File: src/rtl/lsu_pkg.sv
// lsu_pkg: shared definitions for the load/store unit.
//   - RV32I funct3 encodings for memory accesses
//   - FSM state encoding
//   - alignment / store-width helpers
// Used with optional macro LSU_MISALIGN_CHECK_EN (see load_store_unit.sv).
package lsu_pkg;

  localparam logic [2:0] F3_B  = 3'b000;
  localparam logic [2:0] F3_H  = 3'b001;
  localparam logic [2:0] F3_W  = 3'b010;
  localparam logic [2:0] F3_BU = 3'b100;
  localparam logic [2:0] F3_HU = 3'b101;

  typedef enum logic [2:0] {
    S_IDLE  = 3'd0,
    S_RD    = 3'd1,
    S_MERGE = 3'd2,
    S_WR    = 3'd3,
    S_RESP  = 3'd4
  } lsu_state_t;

  // Reserved funct3 codes (011/110/111) count as misaligned so they
  // terminate without touching memory.
  function automatic logic is_misaligned(input logic [2:0] f3, input logic [1:0] addr_lo);
    logic bad;
    case (f3)
      F3_B, F3_BU: bad = 1'b0;
      F3_H, F3_HU: bad = addr_lo[0];
      F3_W:        bad = (addr_lo != 2'b00);
      default:     bad = 1'b1;
    endcase
    return bad;
  endfunction

  // Byte and half stores need a read-modify-write; everything else is a
  // full-word write (including reserved codes when no checking is built in).
  function automatic logic is_subword_store(input logic [2:0] f3);
    return ~f3[1];
  endfunction

endpackage

File: src/rtl/lsu_align.sv
// lsu_align: combinational byte-lane logic for the load/store unit.
//   funct3    in  access size/sign
//   addr_lo   in  byte offset within the word
//   word      in  memory word (live read data or captured word)
//   wdata     in  store data, low bytes used for B/H
//   load_data out extracted and sign/zero-extended load result
//   merged    out word with the store bytes inserted
// H/HU always select the half with addr_lo[1]; addr_lo[0] is not looked at,
// which is what the unchecked build relies on.
module lsu_align
  import lsu_pkg::*;
(
  input  logic [2:0]  funct3,
  input  logic [1:0]  addr_lo,
  input  logic [31:0] word,
  input  logic [31:0] wdata,
  output logic [31:0] load_data,
  output logic [31:0] merged
);

  logic [4:0]  lane_lsb;
  logic [7:0]  byte_sel;
  logic [15:0] half_sel;

  assign lane_lsb = {addr_lo, 3'b000};

  always_comb begin
    byte_sel = word[lane_lsb +: 8];
    half_sel = addr_lo[1] ? word[31:16] : word[15:0];

    case (funct3)
      F3_B:    load_data = {{24{byte_sel[7]}}, byte_sel};
      F3_BU:   load_data = {24'h0, byte_sel};
      F3_H:    load_data = {{16{half_sel[15]}}, half_sel};
      F3_HU:   load_data = {16'h0, half_sel};
      default: load_data = word;
    endcase

    merged = word;
    case (funct3[1:0])
      2'b00: merged[lane_lsb +: 8] = wdata[7:0];
      2'b01: begin
        if (addr_lo[1]) merged[31:16] = wdata[15:0];
        else            merged[15:0]  = wdata[15:0];
      end
      default: merged = wdata;
    endcase
  end

endmodule

File: src/rtl/load_store_unit.sv
// load_store_unit: MEM-stage initiator for the word-addressed data memory.
// One RV32I load/store at a time; sub-word stores are read-modify-write.
//   clk, reset           clock, async active-high reset
//   req_valid/req_ready  request handshake (accepted in IDLE only)
//   req_store/funct3/addr/wdata  request fields
//   resp_valid/err/rdata one-cycle completion pulse with result
//   mem_read/mem_write/mem_address/mem_wdata/mem_rdata  memory port
// Optional macro LSU_MISALIGN_CHECK_EN: when defined, misaligned or reserved
// funct3 requests complete with resp_err=1 and no memory access; when
// undefined, resp_err stays 0 and every request accesses memory.
//
// state  | meaning
// IDLE   | ready for a request
// RD     | mem_read high, word captured at exit edge
// MERGE  | insert store bytes into captured word
// WR     | mem_write high, memory written at exit edge
// RESP   | resp_valid pulse
module load_store_unit
  import lsu_pkg::*;
#(
  parameter int ADDR_W = 32,
  parameter int DATA_W = 32
) (
  input  logic              clk,
  input  logic              reset,
  input  logic              req_valid,
  output logic              req_ready,
  input  logic              req_store,
  input  logic [2:0]        req_funct3,
  input  logic [ADDR_W-1:0] req_addr,
  input  logic [DATA_W-1:0] req_wdata,
  output logic              resp_valid,
  output logic              resp_err,
  output logic [DATA_W-1:0] resp_rdata,
  output logic              mem_read,
  output logic              mem_write,
  output logic [ADDR_W-1:0] mem_address,
  output logic [DATA_W-1:0] mem_wdata,
  input  logic [DATA_W-1:0] mem_rdata
);

  lsu_state_t        state;
  logic [2:0]        f3_q;
  logic [1:0]        addr_lo_q;
  logic [DATA_W-1:0] wdata_q;
  logic              store_q;
  logic [DATA_W-1:0] rdata_q;

  logic              misalign;
  logic [DATA_W-1:0] align_word;
  logic [DATA_W-1:0] load_data;
  logic [DATA_W-1:0] merged;

`ifdef LSU_MISALIGN_CHECK_EN
  assign misalign = is_misaligned(req_funct3, req_addr[1:0]);
`else
  assign misalign = 1'b0;
`endif

  // One aligner serves both paths: live memory data during RD (load
  // extraction) and the captured word during MERGE (store insertion).
  assign align_word = (state == S_RD) ? mem_rdata : rdata_q;

  lsu_align u_align (
    .funct3    (f3_q),
    .addr_lo   (addr_lo_q),
    .word      (align_word),
    .wdata     (wdata_q),
    .load_data (load_data),
    .merged    (merged)
  );

  always_ff @(posedge clk or posedge reset) begin
    if (reset) begin
      state       <= S_IDLE;
      f3_q        <= 3'b000;
      addr_lo_q   <= 2'b00;
      wdata_q     <= '0;
      store_q     <= 1'b0;
      rdata_q     <= '0;
      req_ready   <= 1'b1;
      resp_valid  <= 1'b0;
      resp_err    <= 1'b0;
      resp_rdata  <= '0;
      mem_read    <= 1'b0;
      mem_write   <= 1'b0;
      mem_address <= '0;
      mem_wdata   <= '0;
    end else begin
      resp_valid <= 1'b0;
      case (state)
        S_IDLE: begin
          if (req_valid) begin
            f3_q        <= req_funct3;
            addr_lo_q   <= req_addr[1:0];
            wdata_q     <= req_wdata;
            store_q     <= req_store;
            req_ready   <= 1'b0;
            mem_address <= {req_addr[ADDR_W-1:2], 2'b00};
            if (misalign) begin
              state      <= S_RESP;
              resp_valid <= 1'b1;
              resp_err   <= 1'b1;
              resp_rdata <= '0;
            end else if (req_store && !is_subword_store(req_funct3)) begin
              state     <= S_WR;
              mem_write <= 1'b1;
              mem_wdata <= req_wdata;
            end else begin
              state    <= S_RD;
              mem_read <= 1'b1;
            end
          end
        end
        S_RD: begin
          mem_read <= 1'b0;
          rdata_q  <= mem_rdata;
          if (store_q) begin
            state <= S_MERGE;
          end else begin
            state      <= S_RESP;
            resp_valid <= 1'b1;
            resp_err   <= 1'b0;
            resp_rdata <= load_data;
          end
        end
        S_MERGE: begin
          mem_wdata <= merged;
          mem_write <= 1'b1;
          state     <= S_WR;
        end
        S_WR: begin
          mem_write  <= 1'b0;
          state      <= S_RESP;
          resp_valid <= 1'b1;
          resp_err   <= 1'b0;
          resp_rdata <= '0;
        end
        S_RESP: begin
          state      <= S_IDLE;
          req_ready  <= 1'b1;
          resp_err   <= 1'b0;
          resp_rdata <= '0;
        end
        default: begin
          state     <= S_IDLE;
          req_ready <= 1'b1;
          mem_read  <= 1'b0;
          mem_write <= 1'b0;
        end
      endcase
    end
  end

endmodule

File: config.mk
export PLATFORM = sky130hd
export DESIGN_NAME = load_store_unit
export DESIGN_NICKNAME = d
export VERILOG_FILES = /design/src/rtl/lsu_pkg.sv /design/src/rtl/lsu_align.sv /design/src/rtl/load_store_unit.sv
export SDC_FILE = /design/constraint.sdc
export NUM_CORES = 1
export LEC_CHECK = 0
export BUFFER_PORTS_ARGS = -buffer_cell sky130_fd_sc_hd__clkbuf_2
export CAP_MARGIN = 20
export CORE_UTILIZATION = 40
export DETAILED_ROUTE_END_ITERATION = 7
export SETUP_SLACK_MARGIN = 0.5
export SYNTH_ARGS = -nofsm -noshare
export SYNTH_HDL_FRONTEND = slang
export SYNTH_SLANG_ARGS = --single-unit
File: constraint.sdc
create_clock -name clk -period 12.4 [get_ports clk]
set_clock_uncertainty 0.1 [all_clocks]
set_input_delay 0.62 -clock clk [delete_from_list [all_inputs] [get_ports clk]]
set_output_delay 0.62 -clock clk [all_outputs]
set_load 0.01 [all_outputs]
* Yosys cells after proc, flatten, opt, wreduce, memory -nomap -nowiden
Cells that the tools add are included.
** Storage, ports and cells
- Bits in registers :: 172
- Input port bits :: 103
- Output and inout bits :: 101
- Word-level logic and storage cells :: 77
** Cells by class
- Add/subtract/negate cells :: 1
- Equality and inequality tests :: 12
- Shifts and indexed selects :: 3
- Muxes and demuxes :: 28
- Bitwise operators :: 3
- Reductions and logical operators :: 16
** Operator list (number)
- case mux 32 bit (2 select lines) :: 3
- two-way mux 32 bit :: 4
- case mux 32 bit (4 select lines) :: 1
- two-way mux 16 bit :: 3
- bitwise mux 32 bit :: 1
- variable shift 8 x 7 -> 32 bit, first input constant :: 1
- variable part select 32 x 6 -> 8 bit :: 1
- variable part select 8 x 7 -> 32 bit :: 1
- case mux 3 bit (4 select lines) :: 1
- == test 3 bit, second input constant :: 3
- AND reduction 3 bit :: 3
- inequality test 2 bit, second input constant :: 4
- case mux 1 bit (2 select lines) :: 4
- two-way mux 1 bit :: 7
- negation 5 -> 7 bit :: 1
- == test 3 x 1 -> 1 bit, second input constant :: 2
- == test 3 x 2 -> 1 bit, second input constant :: 2
- zero test 3 bit :: 2
- two-way mux 3 bit :: 2
- AND reduction 2 bit :: 3
- OR reduction 3 bit :: 2
- nonzero test 2 bit :: 2
- OR reduction 2 bit :: 2
- inverter 1 bit :: 3
- other kinds (5) :: 5

* Longest topological paths before layout
Gate-level depths: netlist of run 1.
- Depth after elaboration :: 6
- Gate-level depth with buffers :: 8

* Cells and area by module
Synthesis of run 1 repeated with hierarchy kept, for this count alone.
** Second synthesis, totals
- Cell total of the unflattened synthesis :: 672
- Area, all modules :: 8216.6 sq um
** Modules (own cells, without submodules)
- load_store_unit :: instances 1, cells an instance 430, area an instance 6556.3 sq um, seq. area each 4280.4 sq um
- lsu_align :: instances 1, cells an instance 242, area an instance 1660.3 sq um, seq. area each 0.0 sq um

* Worst setup path after synthesis of run 1
No wires, ideal clock.
- Kind :: reg-to-reg
- Start :: register addr_lo_q[1]
- End :: register mem_wdata[15]
- Arrival time :: 2053 ps
- Slack :: 10153 ps
- Stages on the path, launching flop included :: 8
- Buffers on the path :: 0
- Period minus slack after synthesis :: 2247 ps
- Cell sequence :: dfrtp_1 -> clkinv_1 -> ha_1 -> nand2b_1 -> nor2_1 -> nand2_1 -> a211o_1 -> a211oi_1
** On the way
- Longest elaborated chain between the ends :: 5
** Ends and longest elaborated chain
- start: declaration :: RTL line load_store_unit.sv:44 : logic [1:0] addr_lo_q;
- start signal: assignment :: RTL line load_store_unit.sv:95 : addr_lo_q <= req_addr[1:0];
- negation 5 -> 7 bit :: RTL line lsu_align.sv:41 : 2'b00: merged[lane_lsb +: 8] = wdata[7:0];
- variable part select 8 x 7 -> 32 bit or variable shift 8 x 7 -> 32 bit (tied branches) :: RTL line lsu_align.sv:41
- bitwise mux 32 bit :: RTL line lsu_align.sv:41
- case mux 32 bit (2 select lines) * :: RTL line lsu_align.sv:40 : case (funct3[1:0])
- case mux 32 bit (2 select lines) * :: RTL line load_store_unit.sv:91 : case (state)
- end signal: assignment :: RTL line load_store_unit.sv:108 : mem_wdata <= req_wdata;
- end signal: assignment :: RTL line load_store_unit.sv:128 : mem_wdata <= merged;
- end: declaration :: RTL line load_store_unit.sv:38 : output logic [DATA_W-1:0] mem_wdata,
Mark *: on every way between the ends. The rest lies on a longest branch, timed or not.
A chain may end at the register's enable or synchronous reset.

* Worst setup path after layout of run 1
- Start :: register addr_lo_q[1]
- End :: register mem_wdata[23]
Same word-level chain as after synthesis.

==> results_tabular.tex, run 1 <==
\begin{tabular}{lr}
\hline
Metric & Value \\
\hline
\multicolumn{2}{l}{\textbf{Run status}} \\
\quad Run status & finished, final reports clean \\
\multicolumn{2}{l}{\textbf{Floorplanning}} \\
\quad Boundary pin count & 204 \\
\quad Die Span X & 142 microns \\
\quad Die height & $\sim$140 microns \\
\quad Num rows & 50 \\
\quad Total die area & about 20000 sq um \\
\quad Core area & 19000 sq um \\
\quad Initial core utilization & around 41\% \\
\multicolumn{2}{l}{\textbf{Placement}} \\
\quad Gpl congestion & 0.844 \\
\quad IO buf count & 200 \\
\quad Placed cells & about 1100 \\
\quad Final HPWL from detailed placement & 15.9 mm \\
\quad Placed Instance Area & around 9000 sq um \\
\multicolumn{2}{l}{\textbf{Routing}} \\
\quad Number of remaining DRC errors & 0 \\
\quad Vias per std cell & around 5.5 \\
\quad Detailed-route wire length & between 20 and 25 mm \\
\quad Average wire per standard cell & roughly 20 microns \\
\quad Total via count in the routed design & 6189 \\
\quad Initial DRC Count & $\sim$650 \\
\quad Antenna violation net count after detailed routing & 0 \\
\quad Number of search-and-repair iterations in the first detailed-routing pass & 5 \\
\multicolumn{2}{l}{\textbf{STA}} \\
\quad Peak clock frequency supported by timing & roughly 0.28 GHz \\
\quad Headroom to the max-slew limit & 34.6\% \\
\quad Pins over their slew limit & 0 \\
\quad Unrepaired setup endpoints after global routing & no \\
\quad Period Utilization, post-route & 28.8\% \\
\quad Number of setup violations in the final report & 0 \\
\quad Period minus WS final & between 3 and 4 ns \\
\quad Fin Setup TNS & 0 ns \\
\quad Final Hold Fails & 0 \\
\quad Worst-margin pin slew & $\sim$0.98 ns \\
\multicolumn{2}{l}{\textbf{Yosys}} \\
\quad Count of distinct cell types in the synthesized netlist & 54 \\
\quad Fraction of the yosys area taken by sequential cells & 54.7\% \\
\quad Adder and majority cell fraction of the synthesized area & less than 1\% \\
\quad Register bit total from synthesis & approximately 170 \\
\quad Number of synthesized flops with an enable pin & 0 \\
\quad Avg Cell Area, Syn & 11.6 sq um \\
\quad Number of warnings printed during yosys synthesis & 0 \\
\quad Leading register cell type out of synthesis & sky130\_fd\_sc\_hd\_\_dfrtp\_1 \\
\quad Combinational family with the most area after synthesis & compound AO/OA/AOI/OAI gates \\
\quad Post-synthesis share of cell area spent on xor and xnor gates & 0\% \\
\quad Portion of netlist area occupied by mux cells & approximately 14\% \\
\quad Synthesized-area fraction occupied by ao, oa, aoi and oai cells & between 10\% and 20\% \\
\quad Cells after Synth & between 600 and 700 \\
\quad Simple-gate area share of the yosys netlist & about 8\% \\
\quad Cell Area, Synth & 7820 sq um \\
\quad Async S/R FF share, synth & 100\% \\
\multicolumn{2}{l}{\textbf{Layout}} \\
\quad Relative area change from synthesis to final layout & 23.0\% \\
\quad Total Nets Final & about 960 \\
\quad Final antenna diode count & 0 \\
\quad Ratio of cells with drive above 1 in the final layout & roughly 39\% \\
\quad Number of non-filler instances in the completed layout & $\sim$1100 \\
\quad Design Area, Final & 9620 sq um \\
\quad Area of the multi-input gates & approximately 3200 sq um \\
\quad Fillers & 1738 \\
\quad Register cell area after layout & 4280 sq um \\
\quad Final design utilization & 50.8\% \\
\multicolumn{2}{l}{\textbf{GRT}} \\
\quad Met2 usage & about a third \\
\quad Met3 Use GR & 5.80\% \\
\quad First-pass GRT wire length & between 30 and 40 mm \\
\quad Total global-route track usage & a little under a quarter \\
\quad GR Util met1 & between 30\% and 40\% \\
\quad Vias in the first global route & 6007 \\
\quad Busiest layer in global routing & met2 \\
\quad Total gr overflow & 0 \\
\quad Antenna violations before repair & 0 \\
\quad Maximum number of pins on one net before global-route repair & 96 \\
\multicolumn{2}{l}{\textbf{Clock tree}} \\
\quad CTS Hold Buffers Added & 0 \\
\quad Clock network latency to the later pin of the worst-skew pair & around 0.43 ns \\
\quad Clock Tree Buf Depth & 2 \\
\quad Buffer count from post-CTS setup fixing & 0 \\
\quad Clock-pin slew on the worst setup and hold paths & 0.07 ns \\
\quad TritonCTS clock tree & done \\
\quad Resize count post-CTS & 0 \\
\quad Sink Count & 171 \\
\quad Number of H-tree levels & 4 \\
\quad TritonCTS buffer count & 17 \\
\quad Clock root cell & sky130\_fd\_sc\_hd\_\_clkbuf\_16 \\
\multicolumn{2}{l}{\textbf{Setup path}} \\
\quad Crit path arrival time & approximately 3.8 ns \\
\quad Required time of the critical path & approximately 13 ns \\
\quad Critical Path Fanout Max & 26 \\
\quad Critical path class & register to register \\
\quad Sort of element at the start of the critical path & register \\
\quad Critical Path End Type & register \\
\multicolumn{2}{l}{\textbf{Power}} \\
\quad Cell internal power dissipation & around 0.0016 W \\
\quad Fraction of power consumed by the clock network & roughly 21\% \\
\quad Cell leakage power & $\sim$4.5 nW \\
\quad Comb pwr share & about two fifths \\
\quad Switching power summed over all nets & roughly 0.0011 W \\
\quad Switching portion of total power & roughly two fifths \\
\quad Worst supply voltage drop on vdd & 0.123 mV \\
\quad Relative contribution of sequential cells to total power & between 30\% and 40\% \\
\quad Pwr per Cell Area & approximately 280 nW/um\^{}2 \\
\multicolumn{2}{l}{\textbf{Min path}} \\
\quad Type of the tightest min-delay check & input port to async pin \\
\multicolumn{2}{l}{\textbf{Job}} \\
\quad Maximum Capacitance Violations & 0 \\
\hline
\end{tabular}
## Yosys cell counts, types with 2 or more instances
library cell                instances  area [sq um]
sky130_fd_sc_hd__a221o_1           44           440
sky130_fd_sc_hd__o211ai_1           5          37.5
sky130_fd_sc_hd__o221ai_1           7          61.3
sky130_fd_sc_hd__nor2b_1            3          18.8
sky130_fd_sc_hd__nor2_1            17          63.8
sky130_fd_sc_hd__dfrtp_1          170          4250
sky130_fd_sc_hd__a222oi_1           6          60.1
sky130_fd_sc_hd__mux2_2            81           912
sky130_fd_sc_hd__ha_1               5          62.6
sky130_fd_sc_hd__a21o_1             5          37.5
sky130_fd_sc_hd__o21ai_0           54           270
sky130_fd_sc_hd__mux2i_1           20           200
sky130_fd_sc_hd__clkbuf_1          32           120
sky130_fd_sc_hd__a31oi_1            6          37.5
sky130_fd_sc_hd__buf_1              3          11.3
sky130_fd_sc_hd__a221oi_1          13           114
sky130_fd_sc_hd__nand2_1           66           248
sky130_fd_sc_hd__nor3_1            19          95.1
sky130_fd_sc_hd__buf_4              4          30.0
sky130_fd_sc_hd__buf_6              2          22.5
sky130_fd_sc_hd__nand3_1            2          10.0
sky130_fd_sc_hd__buf_2             14          70.1
sky130_fd_sc_hd__or3_1              5          31.3
sky130_fd_sc_hd__a21oi_1           23           115
sky130_fd_sc_hd__nand2b_1           4          25.0
sky130_fd_sc_hd__o22ai_1            8          50.1
sky130_fd_sc_hd__o2bb2ai_1          7          61.3
sky130_fd_sc_hd__and3_1             4          25.0
sky130_fd_sc_hd__inv_1             21          78.8
## per-stage QoR
step	total power (W)	setup slack [ns]	hold slack (ns)
after floorplan	0.00175	7.05	0.372
after global placement	0.00215	9.11	0.365
after detailed placement	0.00216	8.95	0.374
after CTS	0.00274	8.95	0.300
after global routing	0.00289	8.57	0.307
final	0.00273	8.82	0.240
## cell type report
class / instances / area share (%)
clock buffers: 22 / 5.03
well taps: 260 / 3.38
flip-flops and latches: 171 / 44.5
clock inverters: 10 / 1.43
repair buffers: 208 / 11.0
inverters: 22 / 0.910
multi-input cells: 429 / 33.7
## state kept, by name, summed over array words and instances (netlist names)
register	cells
resp_rdata	32
mem_write	1
mem_read	1
mem_wdata	32
rdata_q	32
mem_address	30
f3_q	3
resp_valid	1
addr_lo_q	2
state	3
req_ready	1
store_q	1
wdata_q	32
## cell usage in the layout, fill, tap and decap left out, types with 2 or more instances in the layout
cell,n
sky130_fd_sc_hd__bufinv_16,3
sky130_fd_sc_hd__a31oi_1,6
sky130_fd_sc_hd__nand3_1,2
sky130_fd_sc_hd__or3_1,5
sky130_fd_sc_hd__nor2b_1,3
sky130_fd_sc_hd__conb_1,3
sky130_fd_sc_hd__nor3_1,18
sky130_fd_sc_hd__nor2_1,17
sky130_fd_sc_hd__o21ai_0,54
sky130_fd_sc_hd__inv_6,2
sky130_fd_sc_hd__a21o_1,5
sky130_fd_sc_hd__clkbuf_2,200
sky130_fd_sc_hd__clkbuf_16,17
sky130_fd_sc_hd__a221o_1,44
sky130_fd_sc_hd__o221ai_1,7
sky130_fd_sc_hd__buf_4,8
sky130_fd_sc_hd__nand2b_1,4
sky130_fd_sc_hd__dfrtp_1,170
sky130_fd_sc_hd__a21oi_1,22
sky130_fd_sc_hd__a221oi_1,13
sky130_fd_sc_hd__o22ai_1,8
sky130_fd_sc_hd__mux2_2,81
sky130_fd_sc_hd__clkinv_2,3
sky130_fd_sc_hd__clkinvlp_4,2
sky130_fd_sc_hd__nand2_1,66
sky130_fd_sc_hd__and3_1,4
sky130_fd_sc_hd__mux2i_1,20
sky130_fd_sc_hd__o211ai_1,5
sky130_fd_sc_hd__o2bb2ai_1,7
sky130_fd_sc_hd__inv_1,20
sky130_fd_sc_hd__clkbuf_8,4
sky130_fd_sc_hd__ha_1,5
sky130_fd_sc_hd__a222oi_1,6
## path summary, 6_finish.rpt
check / from / to / slack (ns) / cells after the start
hold / removal: reset / mem_wdata[26] / 0.24 / 2
max in group asynchronous: reset / rdata_q[14] / 10.45 / 3
hold reg to reg: mem_wdata[0] / mem_wdata[0] / 0.38 / 2
setup / recovery: addr_lo_q[1] / mem_wdata[23] / 8.82 / 7
setup reg to reg: addr_lo_q[1] / mem_wdata[23] / 8.82 / 7
min in group clk: req_addr[8] / mem_address[8] / 0.32 / 2
## logic make-up (layout without fill, tap and decap cells)
| logic type | after synthesis | count (layout) |
|---|---|---|
| other | 1 | 3 |
| DFF | 171 | 171 |
| buffers and inverters | 77 | 262 |
| and+or+nand+nor | 132 | 132 |
| AOI/OAI and AO/OA | 187 | 187 |
| adders and majority gates | 5 | 5 |
| muxes | 102 | 102 |
## worst max-delay path, cell delays in order, from the launching register on
cell and delay, ns:
sky130_fd_sc_hd__dfrtp_1 0.88, sky130_fd_sc_hd__clkinv_1 0.58, sky130_fd_sc_hd__ha_1 0.53, sky130_fd_sc_hd__nand2b_1 0.10, sky130_fd_sc_hd__nor4_1 0.74, sky130_fd_sc_hd__a21o_1 0.30
sky130_fd_sc_hd__a21oi_1 0.09, sky130_fd_sc_hd__o21ai_0 0.17
## power by group through the flow
stage                     clock network (W)  registers [W]  logic (W)
after CTS                          0.000576        0.00101    0.00115
after global routing               0.000596        0.00105    0.00125
after floorplan                           0        0.00101   0.000734
after global placement                    0        0.00102    0.00113
after detailed placement                  0        0.00102    0.00114
final                              0.000564        0.00102    0.00115
## metal layers
layer,vias up,share of wire [%]
met5,-,0
met2,207,45
met3,22,6.6
met1,3102,47
li1,2858,-
met4,0,1.2
Note: power is estimated with default switching activity, not from simulation.
==> run 2: changes to the inputs <==
--- a/config.mk
+++ b/config.mk
@@ -5,6 +5,7 @@
 export SDC_FILE = /design/constraint.sdc
 export NUM_CORES = 1
 export LEC_CHECK = 0
+export ABC_AREA = 1
 export BUFFER_PORTS_ARGS = -buffer_cell sky130_fd_sc_hd__clkbuf_2
 export CAP_MARGIN = 20
 export CORE_UTILIZATION = 40
==> constraint.sdc (replaced) <==
create_clock -name clk -period 3 [get_ports clk]
set_clock_uncertainty 0.1 [all_clocks]
set_input_delay 0.15 -clock clk [delete_from_list [all_inputs] [get_ports clk]]
set_output_delay 0.15 -clock clk [all_outputs]
set_load 0.01 [all_outputs]
==> run 2 against run 1 <==
- core utilization rose by 2.8 points
- first-iteration DRC count rose by 16%
- total power rose to 4.5 times the previous value
- count of clock-buffer cells in the layout fell by 3
- sequential power rose to 3.9 times the previous value
- clock power rose to 4.0 times the previous value
- non-clock buffer count rose by 97
- register-to-register slack got worse by 7.9 ns
- combinational power rose to 5.2 times the previous value
==> results_tabular.tex, run 2 <==
\begin{tabular}{lr}
\hline
Metric & Value \\
\hline
\multicolumn{2}{l}{\textbf{Power}} \\
\quad Pwr per Cell Area & 1080 nW/um\^{}2 (+280\%) \\
\quad Cell leakage power & 6.20 nW (+38\%) \\
\quad Worst supply voltage drop on vdd & 0.555 mV (+350\%) \\
\quad Final Total Pwr & 0.0122 W (+350\%) \\
\multicolumn{2}{l}{\textbf{Placement}} \\
\quad Gpl congestion & 0.920 (+8.9\%) \\
\quad IO buf count & 200 (unchanged) \\
\quad Final HPWL from detailed placement & 18.7 mm (+18\%) \\
\quad Placed cells & 1582 (+45\%) \\
\multicolumn{2}{l}{\textbf{Layout}} \\
\quad Relative area change from synthesis to final layout & 31.2\% \\
\quad Fillers & 2072 (+19\%) \\
\quad Most used cells in the layout excluding fill and tap cells & sky130\_fd\_sc\_hd\_\_nand2\_1, sky130\_fd\_sc\_hd\_\_clkbuf\_2, sky130\_fd\_sc\_hd\_\_dfrtp\_1 \\
\quad Ratio of cells with drive above 1 in the final layout & 20.2\% (-18 points) \\
\quad Leading cell type in the layout, fill and taps excluded & sky130\_fd\_sc\_hd\_\_nand2\_1 \\
\quad Total Nets Final & 1519 (+59\%) \\
\quad Final antenna diode count & 0 (unchanged) \\
\quad Number of non-filler instances in the completed layout & 1699 (+51\%) \\
\multicolumn{2}{l}{\textbf{Setup path}} \\
\quad Crit path arrival time & 2.39 ns (-1.43 ns) \\
\quad Critical Path End Type & register \\
\quad CP peak stage delay & 0.37 ns (-0.51 ns) \\
\quad Critical Path Fanout Max & 8 (-69\%) \\
\quad Slowest cell on crit path & sky130\_fd\_sc\_hd\_\_dfrtp\_1 \\
\quad Sort of element at the start of the critical path & register \\
\quad Critical path class & register to register \\
\quad Critical path, cell by cell & inv\_1, ha\_1, inv\_1, nand3\_1, o21ai\_2, a21oi\_1, o21ai\_0, nand3\_1, nand2\_1 \\
\quad Required time of the critical path & 3.27 ns (-9.37 ns) \\
\multicolumn{2}{l}{\textbf{STA}} \\
\quad Fin Setup TNS & 0 ns (unchanged) \\
\quad Unrepaired setup endpoints after global routing & no \\
\quad Peak clock frequency supported by timing & 0.472 GHz (+69\%) \\
\quad Headroom to the max-slew limit & 50.3\% (+16 points) \\
\quad Period minus WS final & 2.12 ns (-1.46 ns) \\
\quad Final Hold Fails & 0 (unchanged) \\
\quad Pins over their slew limit & 0 (unchanged) \\
\quad Number of setup violations in the final report & 0 (unchanged) \\
\quad Period Utilization, post-route & 70.7\% (+42 points) \\
\quad Worst-margin pin slew & 0.737 ns (-0.243 ns) \\
\multicolumn{2}{l}{\textbf{Yosys}} \\
\quad Top-count cell post-synth & sky130\_fd\_sc\_hd\_\_nand2\_1 \\
\quad Synthesized-area fraction occupied by ao, oa, aoi and oai cells & 14.8\% (-2.8 points) \\
\quad Cells after Synth & 1143 (+69\%) \\
\quad Commonest cells post-synth & sky130\_fd\_sc\_hd\_\_nand2\_1, sky130\_fd\_sc\_hd\_\_dfrtp\_1, sky130\_fd\_sc\_hd\_\_o21ai\_0 \\
\quad Avg Cell Area, Syn & 7.54 sq um (-35\%) \\
\quad Yosys top cell area share & 49.4\% (-5.0 points) \\
\quad Number of synthesized flops with an enable pin & 0 (unchanged) \\
\quad Combinational family with the most area after synthesis & simple AND/OR/NAND/NOR gates \\
\quad Number of warnings printed during yosys synthesis & 0 (unchanged) \\
\quad Adder and majority cell fraction of the synthesized area & 0.726\% (-0.074 points) \\
\quad Leading area contributor after synthesis & sky130\_fd\_sc\_hd\_\_dfrtp\_1 \\
\quad Count of distinct cell types in the synthesized netlist & 33 (-39\%) \\
\quad Async S/R FF share, synth & 100\% (unchanged) \\
\quad Register bit total from synthesis & 171 (unchanged) \\
\quad Fraction of the yosys area taken by sequential cells & 49.7\% (-5.0 points) \\
\quad Cell Area, Synth & 8620 sq um (+10\%) \\
\quad Post-synthesis share of cell area spent on xor and xnor gates & 0\% (unchanged) \\
\quad Portion of netlist area occupied by mux cells & 0\% (-14 points) \\
\quad Most area-consuming cells after synthesis & sky130\_fd\_sc\_hd\_\_dfrtp\_1, sky130\_fd\_sc\_hd\_\_nand2\_1, sky130\_fd\_sc\_hd\_\_o21ai\_0 \\
\quad Leading register cell type out of synthesis & sky130\_fd\_sc\_hd\_\_dfrtp\_1 \\
\quad Simple-gate area share of the yosys netlist & 25.7\% (+18 points) \\
\multicolumn{2}{l}{\textbf{Clock tree}} \\
\quad Clock network latency to the later pin of the worst-skew pair & 0.43 ns (about the same) \\
\quad Number of H-tree levels & 4 (unchanged) \\
\quad TritonCTS buffer count & 17 (unchanged) \\
\quad Clock Tree Buf Depth & 2 (unchanged) \\
\quad Clock root cell & sky130\_fd\_sc\_hd\_\_clkbuf\_16 \\
\quad Sink Count & 171 (unchanged) \\
\quad Clock-pin slew on the worst setup and hold paths & 0.07 ns (about the same) \\
\quad TritonCTS clock tree & done \\
\multicolumn{2}{l}{\textbf{Floorplanning}} \\
\quad Core area & 21100 sq um (+11\%) \\
\quad Die height & 149 microns (+4.9\%) \\
\quad Initial core utilization & 40.9\% (-0.41 points) \\
\quad Num rows & 53 (+6.0\%) \\
\quad Total die area & 22100 sq um (+10\%) \\
\quad Die Span X & 149 microns (+4.9\%) \\
\quad Boundary pin count & 204 (unchanged) \\
\multicolumn{2}{l}{\textbf{GRT}} \\
\quad Vias in the first global route & 7955 (+32\%) \\
\quad Total gr overflow & 0 (unchanged) \\
\quad Antenna violations before repair & 0 (unchanged) \\
\quad First-pass GRT wire length & 42.2 mm (+22\%) \\
\quad Maximum number of pins on one net before global-route repair & 96 (unchanged) \\
\quad Total global-route track usage & 24.8\% (+1.9 points) \\
\multicolumn{2}{l}{\textbf{Job}} \\
\quad Maximum Capacitance Violations & 0 (unchanged) \\
\multicolumn{2}{l}{\textbf{Min path}} \\
\quad Type of the tightest min-delay check & input port to register \\
\multicolumn{2}{l}{\textbf{Routing}} \\
\quad Average wire per standard cell & 15.7 microns (-22\%) \\
\quad Vias per std cell & 4.95 (-10\%) \\
\quad Total via count in the routed design & 8407 (+36\%) \\
\quad Detailed-route wire length & 26.6 mm (+19\%) \\
\quad Number of search-and-repair iterations in the first detailed-routing pass & 5 (unchanged) \\
\quad Initial DRC Count & 759 (+16\%) \\
\quad Antenna violation net count after detailed routing & 0 (unchanged) \\
\quad Number of remaining DRC errors & 0 (unchanged) \\
\multicolumn{2}{l}{\textbf{Run status}} \\
\quad Run status & finished, final reports clean \\
\hline
\end{tabular}
-- run 2: routing by layer --
| layer | track usage (%) | routed length [microns] | vias to the layer above |
|---|---|---|---|
| li1 | - | - | 4153 |
| met1 | 35.4 | 12500 | 3940 |
| met2 | 38.6 | 12000 | 283 |
| met3 | 4.01 | 1690 | 31 |
| met4 | 7.40 | 488 | 0 |
| met5 | 0 | 0 | - |
-- run 2: path summary, 6_finish.rpt --
kind / cells after the start / from / slack [ns] / endpoint
min in group asynchronous: 4 / reset / 0.32 / resp_valid
setup reg to reg: 9 / addr_lo_q[0] / 0.88 / mem_wdata[3]
hold reg to reg: 2 / mem_address[20] / 0.37 / mem_address[20]
hold / removal: 3 / mem_rdata[16] / 0.01 / rdata_q[16]
setup / recovery: 9 / addr_lo_q[0] / 0.88 / mem_wdata[3]
max in group asynchronous: 4 / reset / 2.03 / wdata_q[25]
-- run 2: worst max-delay path, delay by kind of cell (launching register included) --
family / cells / cell delay, ns
flops: 1 / 0.37
compound gates: 3 / 0.57
buf+inv: 2 / 0.44
simple gates: 3 / 0.27
fa+ha+maj: 1 / 0.31
-- run 2: cells by family after synthesis --
logic type      count (synthesis)
compound gates                226
other cells                     1
fa+ha+maj                       5
flops                         171
simple gates                  558
buf+inv                       182
-- run 2: area by class of cell --
type / count / area, sq um / share of cell area (%)
Clock buffer: 19 / 453 / 4.01
Clock inverter: 13 / 143 / 1.26
Tap cell: 275 / 344 / 3.04
Inverter: 124 / 469 / 4.15
Sequential cell: 171 / 4280 / 37.9
Timing Repair Buffer: 305 / 2040 / 18.0
Multi-Input combinational cell: 792 / 3580 / 31.6
-- run 2: repair_timing --
action / 4_1_cts / 5_1_grt
resized for setup: 0 / 1
buffers inserted: 0 / 0
endpoints found under the hold margin: 284 / 0
endpoints found under the setup margin: 0 / 3
hold buffers: 85 / 0
-- run 2: where the power goes --
part	internal, W	switching [W]	total (W)	leakage [nW]
combinational	0.00189	0.00414	0.00603	3.77
clock	0.00128	0.000967	0.00224	0.289
sequential	0.00335	0.000601	0.00395	2.14
-- run 2: through the flow --
stage | area (sq um) | hold slack, ns | worst slack (ns) | util [%]
6_report | 11300 | 0.0121 | 0.880 | 53.6
2_1_floorplan | 8630 | 0.167 | 0.568 | -
4_1_cts | 11300 | 0.00358 | 0.713 | 53.6
5_1_grt | 11300 | 0.0111 | 0.647 | 53.6
3_5_place_dp | 9860 | 0.239 | 0.731 | 46.7
3_3_place_gp | 9860 | 0.247 | 0.790 | 46.7
